### src/rtl/md_arb.sv
// Round-robin arbiter sharing one multiply/divide unit between two issue slots,
// with a one-entry request buffer and tracking of the slot owning the in-flight op.
module md_arb #(
    parameter int unsigned XLEN  = 64,
    parameter int unsigned DST_W = 5
) (
    input  logic             clk,
    input  logic             rst,
    input  logic [XLEN-1:0]  r0_pc,
    input  logic [DST_W-1:0] r0_dst,
    input  logic [XLEN-1:0]  r0_operand1,
    input  logic [XLEN-1:0]  r0_operand2,
    input  logic [2:0]       r0_md_op,
    input  logic             r0_muldiv,
    input  logic             r0_valid,
    output logic             r0_ready,
    input  logic [XLEN-1:0]  r1_pc,
    input  logic [DST_W-1:0] r1_dst,
    input  logic [XLEN-1:0]  r1_operand1,
    input  logic [XLEN-1:0]  r1_operand2,
    input  logic [2:0]       r1_md_op,
    input  logic             r1_muldiv,
    input  logic             r1_valid,
    output logic             r1_ready,
    output logic [XLEN-1:0]  ix_md_pc,
    output logic [DST_W-1:0] ix_md_dst,
    output logic [XLEN-1:0]  ix_md_operand1,
    output logic [XLEN-1:0]  ix_md_operand2,
    output logic [2:0]       ix_md_md_op,
    output logic             ix_md_muldiv,
    output logic             ix_md_valid,
    input  logic             ix_md_ready,
    input  logic             md_wb_valid,
    input  logic             md_wb_ready,
    output logic             wb_owner,
    output logic             wb_owner_valid,
    input  logic             md_abort
);

    typedef struct packed {
        logic [XLEN-1:0]  pc;
        logic [DST_W-1:0] dst;
        logic [XLEN-1:0]  operand1;
        logic [XLEN-1:0]  operand2;
        logic [2:0]       md_op;
        logic             muldiv;
        logic             owner;
    } entry_t;

    entry_t buf_q, buf_d;
    logic   buf_valid_q, buf_valid_d;
    logic   rr_ptr_q, rr_ptr_d;
    logic   inflight_q, inflight_d;
    logic   owner_q, owner_d;

    logic   buf_free;
    logic   md_hs;
    logic   grant;
    logic   winner;

    always_comb begin
        buf_free = !buf_valid_q || ix_md_ready;
        // An aborted handshake is not a real issue to md, so it must not touch in-flight state.
        md_hs    = buf_valid_q && ix_md_ready && !md_abort;
        winner   = (r0_valid && r1_valid) ? rr_ptr_q : r1_valid;
        grant    = buf_free && !md_abort && !rst && (r0_valid || r1_valid);
        r0_ready = grant && !winner;
        r1_ready = grant && winner;
    end

    always_comb begin
        buf_d       = buf_q;
        buf_valid_d = buf_valid_q;
        rr_ptr_d    = rr_ptr_q;
        if (md_abort) begin
            buf_valid_d = 1'b0;
        end else if (grant) begin
            buf_valid_d = 1'b1;
            rr_ptr_d    = ~winner;
            if (winner) begin
                buf_d = '{pc: r1_pc, dst: r1_dst, operand1: r1_operand1,
                          operand2: r1_operand2, md_op: r1_md_op,
                          muldiv: r1_muldiv, owner: 1'b1};
            end else begin
                buf_d = '{pc: r0_pc, dst: r0_dst, operand1: r0_operand1,
                          operand2: r0_operand2, md_op: r0_md_op,
                          muldiv: r0_muldiv, owner: 1'b0};
            end
        end else if (md_hs) begin
            buf_valid_d = 1'b0;
        end
    end

    always_comb begin
        inflight_d = inflight_q;
        owner_d    = owner_q;
        // md suppresses writeback on abort; an idle, ready md with nothing buffered means nothing is in flight.
        if (md_hs) begin
            inflight_d = 1'b1;
            owner_d    = buf_q.owner;
        end else if (md_wb_valid && md_wb_ready) begin
            inflight_d = 1'b0;
        end else if (ix_md_ready && !buf_valid_q) begin
            inflight_d = 1'b0;
        end
    end

    always_ff @(posedge clk) begin
        if (rst) begin
            buf_q       <= '0;
            buf_valid_q <= 1'b0;
            rr_ptr_q    <= 1'b0;
            inflight_q  <= 1'b0;
            owner_q     <= 1'b0;
        end else begin
            buf_q       <= buf_d;
            buf_valid_q <= buf_valid_d;
            rr_ptr_q    <= rr_ptr_d;
            inflight_q  <= inflight_d;
            owner_q     <= owner_d;
        end
    end

    assign ix_md_pc       = buf_q.pc;
    assign ix_md_dst      = buf_q.dst;
    assign ix_md_operand1 = buf_q.operand1;
    assign ix_md_operand2 = buf_q.operand2;
    assign ix_md_md_op    = buf_q.md_op;
    assign ix_md_muldiv   = buf_q.muldiv;
    assign ix_md_valid    = buf_valid_q;
    assign wb_owner       = owner_q;
    assign wb_owner_valid = inflight_q;

endmodule
### config.mk
export PLATFORM = sky130hd
export DESIGN_NAME = md_arb
export DESIGN_NICKNAME = d
export VERILOG_FILES = /design/src/rtl/md_arb.sv
export SDC_FILE = /design/constraint.sdc
export NUM_CORES = 1
export LEC_CHECK = 0
export ABC_AREA = 1
export CAP_MARGIN = 40
export CORE_AREA = 3 3 240 242
export DETAILED_ROUTE_END_ITERATION = 7
export DIE_AREA = 0 0 243 245
export PLACE_DENSITY_LB_ADDON = 0.3
export REMOVE_ABC_BUFFERS = 1
export SKIP_LAST_GASP = 1
export SYNTH_ARGS = -nofsm -noshare
export SYNTH_HDL_FRONTEND = slang
export SYNTH_SLANG_ARGS = --single-unit
### constraint.sdc
create_clock -name clk -period 1.8 [get_ports clk]
set_input_delay 0.18 -clock clk [delete_from_list [all_inputs] [get_ports clk]]
set_output_delay 0.18 -clock clk [all_outputs]
set_load 0.005 [all_outputs]
* Word-level counts from Yosys, hierarchy flattened
Cells that the tools add are included.
W data, S select, Z words.
** Operators by class
- Bitwise gates (word level) :: 2
- Reductions and logical operators :: 20
- Mux-type cells :: 7
** Operators with widths (number)
- $mux W202 :: 1
- $logic_and A1 B1 Y1 :: 10
- $mux W1 :: 6
- $logic_not A1 Y1 :: 4
- $reduce_bool A3 Y1 :: 1
- $logic_or A1 B1 Y1 :: 2
- $not A1 Y1 :: 2
- $reduce_and A2 Y1 :: 1
- $reduce_bool A2 Y1 :: 1
- $reduce_or A2 Y1 :: 1
** Storage, ports and cells
- Output and inout port bits :: 206
- Register bits :: 206
- Input bits :: 410
- Word-level logic and storage cells :: 40

* Longest topological paths before layout
- Depth in word-level cells :: 6
- Gate-level depth with buffers :: 9
- Depth with buffers taken out :: 7

* Worst setup path after synthesis
OpenSTA, ideal clock, no wires.
- Path type :: register to register
- Start point :: register rr_ptr_q
- End point :: register buf_q (netlist bit ix_md_md_op[1])
- Slack :: 0.560 ns
- Buffers on the path :: 2
- Stages on the path, launching flop included :: 9
- Arrival :: 1.170 ns
- Clock period less this slack :: 1.240 ns
- Data required time :: 1.730 ns
- Setup time :: 0.070 ns
- Path through :: dfxtp_1 -> inv_1 -> nand2_1 -> buf_2 -> clkbuf_1 -> nand3_1 -> nand2_1 -> nand2_1 -> a21oi_1
** On the way
- Cells in the longest elaborated chain, start to end :: 2
** Ends and longest elaborated chain
- start: declaration :: line 52 : logic rr_ptr_q, rr_ptr_d;
- start signal: assignment :: line 118 : rr_ptr_q <= rr_ptr_d;
- $mux W1 :: line 65 : winner = (r0_valid && r1_valid) ? rr_ptr_q : r1_valid;
- $mux W202 :: line 80 : if (winner) begin
- end signal: assignment :: line 116 : buf_q <= buf_d;
- end: declaration :: line 50 : entry_t buf_q, buf_d;
No other way between the ends.
A chain may end at the register's enable or synchronous reset.

* Worst setup path in the final report
- Start point :: register rr_ptr_q
- End point :: output port r1_ready
** On the way
- Cells in the longest elaborated chain, start to end :: 2
** Ends and longest elaborated chain
- $mux W1 :: line 65
- $logic_and A1 B1 Y1 :: line 68 : r1_ready = grant && winner;
- end: declaration :: line 24 : output logic r1_ready,
No other way between the ends.

==> run_results.csv <==
group,metric,value,unit
status,status,"complete, no violations",
power_and_ir_drop,vdd_drop_max,0.000528,V
floorplanning,die_h,245,microns
finish,antenna_cells,0,
cts,clockBufferDepth,3,
cts,cts_tree,"yes",
finish,multi_input_area,5210,sq um
synth,synth_xor_xnor_area_share,0,%
floorplanning,die_area,59500,sq um
synth,async_flop_share,0,%
timing,slew_viol_final,0,
setup_path,cp-start-kind,"register",
cts,cts_hold_buf,0,
setup_path,crit_family,"buffers and inverters",
global_routing,antenna_found_initial,2,
cts,cts.sinks,206,
job,maxCapViolations,0,
global_routing,grt-ovfl-total,0,
global_routing,track_usage,14.8,%
synth,syn_area,11600,sq um
placement,io_buffers,615,
detailed_routing,drtAntennaViolNets,0,
setup_path,path_common_cell,"inv_1",
power_and_ir_drop,leakage,7.36,nW
timing,fin_hold_ws,0.125,ns
timing,fmax,577,MHz
synth,synth_warnings,0,
synth,synth_top_family_by_area,"simple AND/OR/NAND/NOR gates",
detailed_routing,post_drt_wl_per_cell,15.8,microns
synth,yosysSeqAreaShare,35.6,%
detailed_routing,drc,0,
power_and_ir_drop,p_clk_share,39.9,%
floorplanning,core_area,55300,sq um
setup_path,endpoint_kind,"primary output",
power_and_ir_drop,p_comb_share,22.7,%
timing,finalSetupViolations,0,
global_routing,grt_pass1_wl,70600,microns
finish,n_fill_cell,6019,
synth,synth_compound_area_share,9.00,%
detailed_routing,routed_wl,46600,microns
finish,register_area,4130,sq um
setup_path,path_max_fanout,4,
finish,nets,2587,
detailed_routing,viasPerCell,4.22,
synth,synthMuxAreaShare,0,%
setup_path,path_cells,"inv_1, nand2_4, buf_6, nand4_1, inv_1, dlygate4sd2_1",
setup_path,crit_type,"reg2out",
setup_path,cp.required,1.62,ns
power_and_ir_drop,p_sw,3.37,mW
synth,syn_avg_cell_area,6.52,sq um
synth,synth_cell_types,16,
cts,clk_latency,0.53,ns
cts,cts_buffers,25,
synth,synth_edf_count,0,
detailed_routing,drt-initial-drc-count,598,
global_routing,grt_pass1_vias,12455,
power_and_ir_drop,p_int,9.65,mW
synth,synthSimpleGateAreaFrac,35.8,%
global_routing,grt_max_degree,82,
synth,synth_fa_ha_area_share,0,%
power_and_ir_drop,power_frac_seq,37.4,%
timing,finalWorstPathRequiredPeriod,1.73,ns
timing,rsz0062_at_grt,"no",
cts,clkTransAtPathRegs,0.06,ns
synth,synthCells,1774,
timing,slew_headroom,72.1,%
timing,finalCritPeriodShare,96.3,%
detailed_routing,vias,12416,
cts,cts-root-buf,"clkbuf_16",
detailed_routing,dr.pass1.iters,5,
floorplanning,rows,86,
timing,clock-skew-final,0.00911,ns
setup_path,cp_slowest_cell,"dfxtp_2",
synth,synth_ff_type,"dfxtp_1",
setup_path,cp_data_arrival_time,1.55,ns
power_and_ir_drop,p_sw_share,25.9,%
finish,drive_gt1_share,6.65,%
timing,tightest_slew,0.418,ns
timing,setup_tns,0,ns
cts,htreeDepth,1,
setup_path,crit_path_max_incr_delay,0.32,ns
power_and_ir_drop,p_per_area,713,nW/um^2
floorplanning,initial_core_util,20.9,%
placement,routabilityCongestion,0.902,
finish,synthToLayoutAreaGrowth,57.9,%
floorplanning,die_w,243,microns
timing,hold_viol_final,0,
synth,synth_seq_cells,206,
worst_hold_path,hold_class,"in2reg",
setup_path,path_buf_inv,4,
placement,hpwlAfterDp,36300,microns
floorplanning,boundaryPins,616,
-- cells in the mapped netlist, types with 2 or more instances --
master / instances / area [sq um]
a21oi_1: 205 / 1030
buf_1: 6 / 22.5
buf_2: 62 / 310
buf_4: 203 / 1520
buf_6: 20 / 225
clkbuf_1: 43 / 161
dfxtp_1: 206 / 4120
inv_1: 5 / 18.8
nand2_1: 814 / 3060
nand3_1: 202 / 1010
nand4_1: 2 / 12.5
nor2_4: 2 / 22.5
-- metal layers --
metal	GRT usage [%]	vias to the layer above	routed length, microns
met2	25.5	454	22600
met5	0	-	29
met1	17.5	5642	18800
li1	-	6251	-
met4	4.78	4	1260
met3	4.38	65	3870
-- cell usage in the layout, fill, tap and decap left out, types with 2 or more instances in the layout --
| cell type | synthesis | final |
|---|---|---|
| nand2_1 | 814 | 810 |
| clkdlybuf4s50_1 | 0 | 611 |
| a21oi_1 | 205 | 205 |
| dfxtp_1 | 206 | 204 |
| nand3_1 | 202 | 202 |
| buf_4 | 203 | 74 |
| clkbuf_16 | 0 | 25 |
| buf_12 | 0 | 20 |
| clkbuf_8 | 0 | 6 |
| clkbuf_1 | 43 | 6 |
| inv_1 | 5 | 5 |
| clkinv_2 | 0 | 4 |
| bufinv_16 | 0 | 3 |
| buf_6 | 20 | 3 |
| nor2_4 | 2 | 2 |
| nand2_2 | 0 | 2 |
| nand4_1 | 2 | 2 |
| dlygate4sd2_1 | 0 | 2 |
-- power by group through the flow --
stage	combinational [mW]	clock [mW]	sequential (mW)
floorplan	0.935	0	4.98
finish	2.95	5.20	4.87
detailed placement	2.96	0	4.97
CTS	2.99	5.40	4.87
global route	3.23	5.56	4.90
global placement	2.96	0	4.96
-- worst min-delay path, stage by stage --
cell and delay [ns]:
buf_6 0.20, nand2_8 0.07, nand2_2 0.07, a21oi_1 0.06
-- timing repair --
item	in CTS	in global routing
pin swaps	2	1
setup buffers	6	0
endpoints found under the setup margin	2	2
gates resized for setup	8	1
-- final timing paths --
| check | from | to | slack (ns) | cells after the start |
|---|---|---|---|---|
| setup / recovery | rr_ptr_q$_SDFFE_PP0P_ | r1_ready | 0.07 | 6 |
| hold reg to reg | rr_ptr_q$_SDFFE_PP0P_ | rr_ptr_q$_SDFFE_PP0P_ | 0.46 | 2 |
| hold / removal | r1_valid | rr_ptr_q$_SDFFE_PP0P_ | 0.13 | 4 |
| setup reg to reg | rr_ptr_q$_SDFFE_PP0P_ | ix_md_pc[60]$_SDFFE_PP0P_ | 0.18 | 9 |
-- cells by family (layout without fill, tap and decap cells) --
| family | count (synthesis) | in the layout |
|---|---|---|
| compound gates | 207 | 207 |
| buf+inv | 339 | 760 |
| flops | 206 | 206 |
| simple gates | 1022 | 1022 |
-- registers in the layout, summed over array words and instances, names as in the netlist --
signal and count:
buf_q 1, ix_md_dst 5, ix_md_md_op 3, ix_md_muldiv 1, ix_md_operand1 64, ix_md_operand2 64
ix_md_pc 64, ix_md_valid 1, rr_ptr_q 1, wb_owner 1, wb_owner_valid 1
-- stage by stage --
step / instances / setup WS [ns] / util, % / power, mW / area, sq um
after floorplan: 1440 / -6.96 / - / 5.92 / 9330
after global placement: 2892 / -0.0877 / 31.4 / 7.92 / 17400
after detailed placement: 2892 / -0.109 / 31.4 / 7.93 / 17400
after CTS: 2943 / 0.0290 / 33.0 / 13.3 / 18300
after global routing: 2943 / 0.00114 / 33.0 / 13.7 / 18300
final: 2943 / 0.0662 / 33.0 / 13.0 / 18300
-- area by class of cell --
class                   instances  area share (%)
clock inverters                 8           0.644
well taps                     748            5.12
clock buffers                  37            4.00
multi-input cells            1229            28.5
inverters                       5           0.103
repair buffers                710            39.0
flip-flops and latches        206            22.6
No activity file was read; power rests on OpenSTA's default activity.
==> RTL edit 1: new RTL, config.mk and constraints unchanged <==
Register the inputs `r0_muldiv` and `r1_muldiv` before use, without a reset. The logic sees them one clock later. The other inputs are not delayed to match.
--- a/src/rtl/md_arb.sv
+++ b/src/rtl/md_arb.sv
@@ -47,6 +47,14 @@
         logic             owner;
     } entry_t;
 
+    logic r0_muldiv_q;
+    logic r1_muldiv_q;
+
+    always_ff @(posedge clk) begin
+        r0_muldiv_q <= r0_muldiv;
+        r1_muldiv_q <= r1_muldiv;
+    end
+
     entry_t buf_q, buf_d;
     logic   buf_valid_q, buf_valid_d;
     logic   rr_ptr_q, rr_ptr_d;
@@ -80,11 +88,11 @@
             if (winner) begin
                 buf_d = '{pc: r1_pc, dst: r1_dst, operand1: r1_operand1,
                           operand2: r1_operand2, md_op: r1_md_op,
-                          muldiv: r1_muldiv, owner: 1'b1};
+                          muldiv: r1_muldiv_q, owner: 1'b1};
             end else begin
                 buf_d = '{pc: r0_pc, dst: r0_dst, operand1: r0_operand1,
                           operand2: r0_operand2, md_op: r0_md_op,
-                          muldiv: r0_muldiv, owner: 1'b0};
+                          muldiv: r0_muldiv_q, owner: 1'b0};
             end
         end else if (md_hs) begin
             buf_valid_d = 1'b0;
Behaviour: not the same (Yosys sat finds a counterexample within 4 cycles, from zero or initial values and one cycle with rst high).
==> RTL edit 1 against the original RTL <==
  * Clock power down 4%
  * Power fell by 1.8%
  * Hold slack worse by 0.028 ns
  * Worst setup slack improved by 0.037 ns
  * Sequential cell count is 2 higher
  * Combinational power shrank 3%
  * Design area down 0.92%
  * Fmax grew 2.2%
  * Non-clock buffer count decreased by 21
  * Final cell count shrank 0.65%
  * Synthesized area is 0.35% higher
  * Clock skew is 0.0032 ns lower
  * Routed wire length fell by 4.6%
  * Largest cell class unchanged
==> RTL edit 1: results <==
export IMPL_status="completed"
export IMPL_critPathMaxFanout=6
export IMPL_grtUsageTotal=0.141
export IMPL_place_detailed_hpwl_mm=34.0
export IMPL_grt_max_degree=119
export IMPL_ys_seq_area_frac=0.359
export IMPL_finalClockSkew_ns=0.00589
export IMPL_routedWlPerCell_um=15.2
export IMPL_place_gp_congestion=0.878
export IMPL_grt_pass1_vias=11900
export IMPL_drtIter0Drc=513
export IMPL_crit_path_max_incr_delay_ns=0.36
export IMPL_routed_via_density=4.22
export IMPL_tightest_slew_ns=0.716
export IMPL_dp_cells=2877
export IMPL_drt_wl_total_mm=44.5
export IMPL_synth_avg_cell_area_um2=6.54
export IMPL_nFillCells=6101
export IMPL_antenna_found_initial=0
export IMPL_peakVddDrop_v=0.000569
export IMPL_synthTopCellsByArea="dfxtp_1, nand2_1, buf_4"
export IMPL_placed_cell_area_um2=17300
export IMPL_drive_above_1_share=0.0584
export IMPL_final_nets=2568
export IMPL_synth_compound_area_frac=0.0897
export IMPL_dpl_worst_slack_ns=-0.111
RTL edit 1: cell families after synthesis:
| family | count (synthesis) |
|---|---|
| AND/OR/NAND/NOR | 1022 |
| buffers and inverters | 339 |
| flip-flops | 208 |
| AO/OA/AOI/OAI | 207 |
RTL edit 1: cell type report:
class / instances / area share
Clock buffer: 37 / 0.0415
Tap cell: 748 / 0.0517
Clock inverter: 8 / 0.00360
Multi-Input combinational cell: 1229 / 0.288
Inverter: 5 / 0.00104
Sequential cell: 208 / 0.230
Timing Repair Buffer: 689 / 0.384
RTL edit 1: worst paths after layout:
check | end | slack, ns | start | depth (start not counted)
setup reg to reg | ix_md_pc[59]$_SDFFE_PP0P_ | 0.29 | rr_ptr_q$_SDFFE_PP0P_ | 9
setup / recovery | r1_ready | 0.10 | ix_md_valid$_SDFFE_PP0P_ | 5
hold / removal | r0_muldiv_q$_DFF_P_ | 0.1 | r0_muldiv | 1
hold reg to reg | ix_md_operand1[43]$_SDFFE_PP0P_ | 0.46 | ix_md_operand1[43]$_SDFFE_PP0P_ | 2
RTL edit 1: where the power goes:
| part | switching, W | total [W] | internal, W | leakage (nW) |
|---|---|---|---|---|
| clock | 0.00201 | 0.00501 | 0.00300 | 0.412 |
| sequential | 0.000110 | 0.00492 | 0.00481 | 1.69 |
| combinational | 0.00123 | 0.00286 | 0.00162 | 5.16 |
RTL edit 1: what timing repair did:
action                                 4_1_cts  5_1_grt
hold buffers                                 1        0
buffers inserted                             0        1
pin swaps                                    0        1
endpoints found under the hold margin        1        0
gates resized for setup                      3        7
setup endpoints to repair                    2        2
RTL edit 1: layer usage:
layer | GRT usage | share of wire
met2 | 0.250 | 0.50
met4 | 0.0348 | 0.024
met1 | 0.168 | 0.41
met3 | 0.0375 | 0.075
met5 | 0 | 0
==> RTL edit 2: new RTL, config.mk and constraints unchanged <==
Made on the original files. The parameter `DST_W` goes from 5 to 10.
--- a/src/rtl/md_arb.sv
+++ b/src/rtl/md_arb.sv
@@ -2,7 +2,7 @@
 // with a one-entry request buffer and tracking of the slot owning the in-flight op.
 module md_arb #(
     parameter int unsigned XLEN  = 64,
-    parameter int unsigned DST_W = 5
+    parameter int unsigned DST_W = 10
 ) (
     input  logic             clk,
     input  logic             rst,
Ports: changed (resized ix_md_dst, r0_dst and r1_dst); port bits go from 616 to 631. No check against the original RTL was run, so the function may have changed too.
==> RTL edit 2 against the original RTL <==
  * Non-clock buffer count increased by 6
  * Via count rose by 0.48%
  * Synthesized area increased by 1.2%
  * Clock skew increased by 0.0043 ns
  * First-iteration DRC count down 23%
  * Critical path type unchanged
  * Power is 2.7% lower
  * Final cell count increased by 1.3%
  * Design area increased by 1.5%
  * Routed wire length shrank 2.3%
  * Sequential power increased by 2%
  * Global-route usage shrank 0.48 points
  * Sequential cell count up 5
  * Hold slack better by 0.0058 ns
  * Worst setup slack better by 0.034 ns
==> RTL edit 2: results <==
export IMPL_routedWlPerCell_um=15.3
export IMPL_cp_slowest_cell="dfxtp_4"
export IMPL_routed_via_density=4.19
export IMPL_ys_types=17
export IMPL_final_nets=2637
export IMPL_drt_wl_total_mm=45.5
export IMPL_critPathTopFamily="flip-flops"
export IMPL_nFillCells=6032
export IMPL_drtIter0Drc=463
export IMPL_io_buffers=630
export IMPL_crit_path_max_incr_delay_ns=0.36
export IMPL_dp_cells=2937
export IMPL_dpl_worst_slack_ns=-0.116
export IMPL_max_freq_mhz=588
export IMPL_drive_above_1_share=0.0582
export IMPL_synthTopCellsByArea="dfxtp_1, nand2_1, buf_4"
export IMPL_place_detailed_hpwl_mm=35.5
export IMPL_grt_pass1_vias=12200
export IMPL_hold_start="rst"
export IMPL_peakVddDrop_v=0.000596
export IMPL_cp_startpoint="ix_md_valid$_SDFFE_PP0P_"
export IMPL_p_leak_nw=7.42
export IMPL_finalClockSkew_ns=0.0134
export IMPL_ys_seq_area_frac=0.361
export IMPL_synthCells=1814
export IMPL_status="completed"
export IMPL_tightest_slew_ns=0.330
export IMPL_regToRegSetupSlack_ns=0.29
export IMPL_synth_common_cells="nand2_1, buf_4, dfxtp_1"
export IMPL_hold_depth=3
export IMPL_crit_path_end="r0_ready"
export IMPL_critPathMaxFanout=5
export IMPL_place_gp_congestion=0.943
export IMPL_arrival_ns=1.52
export IMPL_antenna_found_initial=0
export IMPL_synth_top_area_frac=0.361
export IMPL_syn2layout_area_growth_pct=58.4
export IMPL_grt_first_pass_wirelength_mm=68.6
export IMPL_r2r_end="ix_md_dst[0]$_SDFFE_PP0P_"
RTL edit 2: kinds of logic after synthesis:
family                 count (synthesis)  share of synthesized area
AOI/OAI and AO/OA                    212                     0.0911
buffers and inverters                345                      0.188
DFF                                  211                      0.361
and+or+nand+nor                     1046                      0.360
RTL edit 2: cell type report:
class / count / area share
inverter: 5 / 0.00101
timing repair buffer: 716 / 0.394
clock buffer: 38 / 0.0385
clock inverter: 4 / 0.00162
multi-input combinational: 1258 / 0.286
sequential: 211 / 0.228
tap: 748 / 0.0505
RTL edit 2: worst reg2reg max path, delay by kind of cell, from the launching register on:
kind	cells	cell delay, ns
AO/OA/AOI/OAI	1	0.13
AND/OR/NAND/NOR	4	0.41
buffers and inverters	3	0.56
flip-flops	1	0.36
RTL edit 2: how the worst min path moves through the flow:
stage                                           end  slack (ns)
floorplan                     buf_q[0]$_SDFFE_PP0P_        0.25
global placement    ix_md_operand1[28]$_SDFFE_PP0P_        0.45
detailed placement        ix_md_dst[9]$_SDFFE_PP0P_        0.45
CTS                  ix_md_operand2[4]$_SDFFE_PP0P_        0.09
global route              ix_md_pc[23]$_SDFFE_PP0P_        0.11
finish              ix_md_operand1[48]$_SDFFE_PP0P_        0.13
RTL edit 2: per-layer routing:
metal  global-route usage  up-vias  share of wire
li1                     -     6363              -
met1                0.165     5605           0.40
met2                0.255      438           0.49
met3               0.0397       69          0.073
met4               0.0455        0          0.031
met5                    0        -              0
RTL edit 2: power by group:
part	switching, W	internal, W
Sequential	0.000107	0.00488
Clock	0.00197	0.00271
Combinational	0.00129	0.00171
Total	0.00337	0.00930
RTL edit 2: what timing repair did:
action / CTS / global route
endpoints found under the setup margin: 2 / 0
setup buffers: 1 / 0
hold endpoints to repair: 0 / 0
resized for setup: 7 / 0
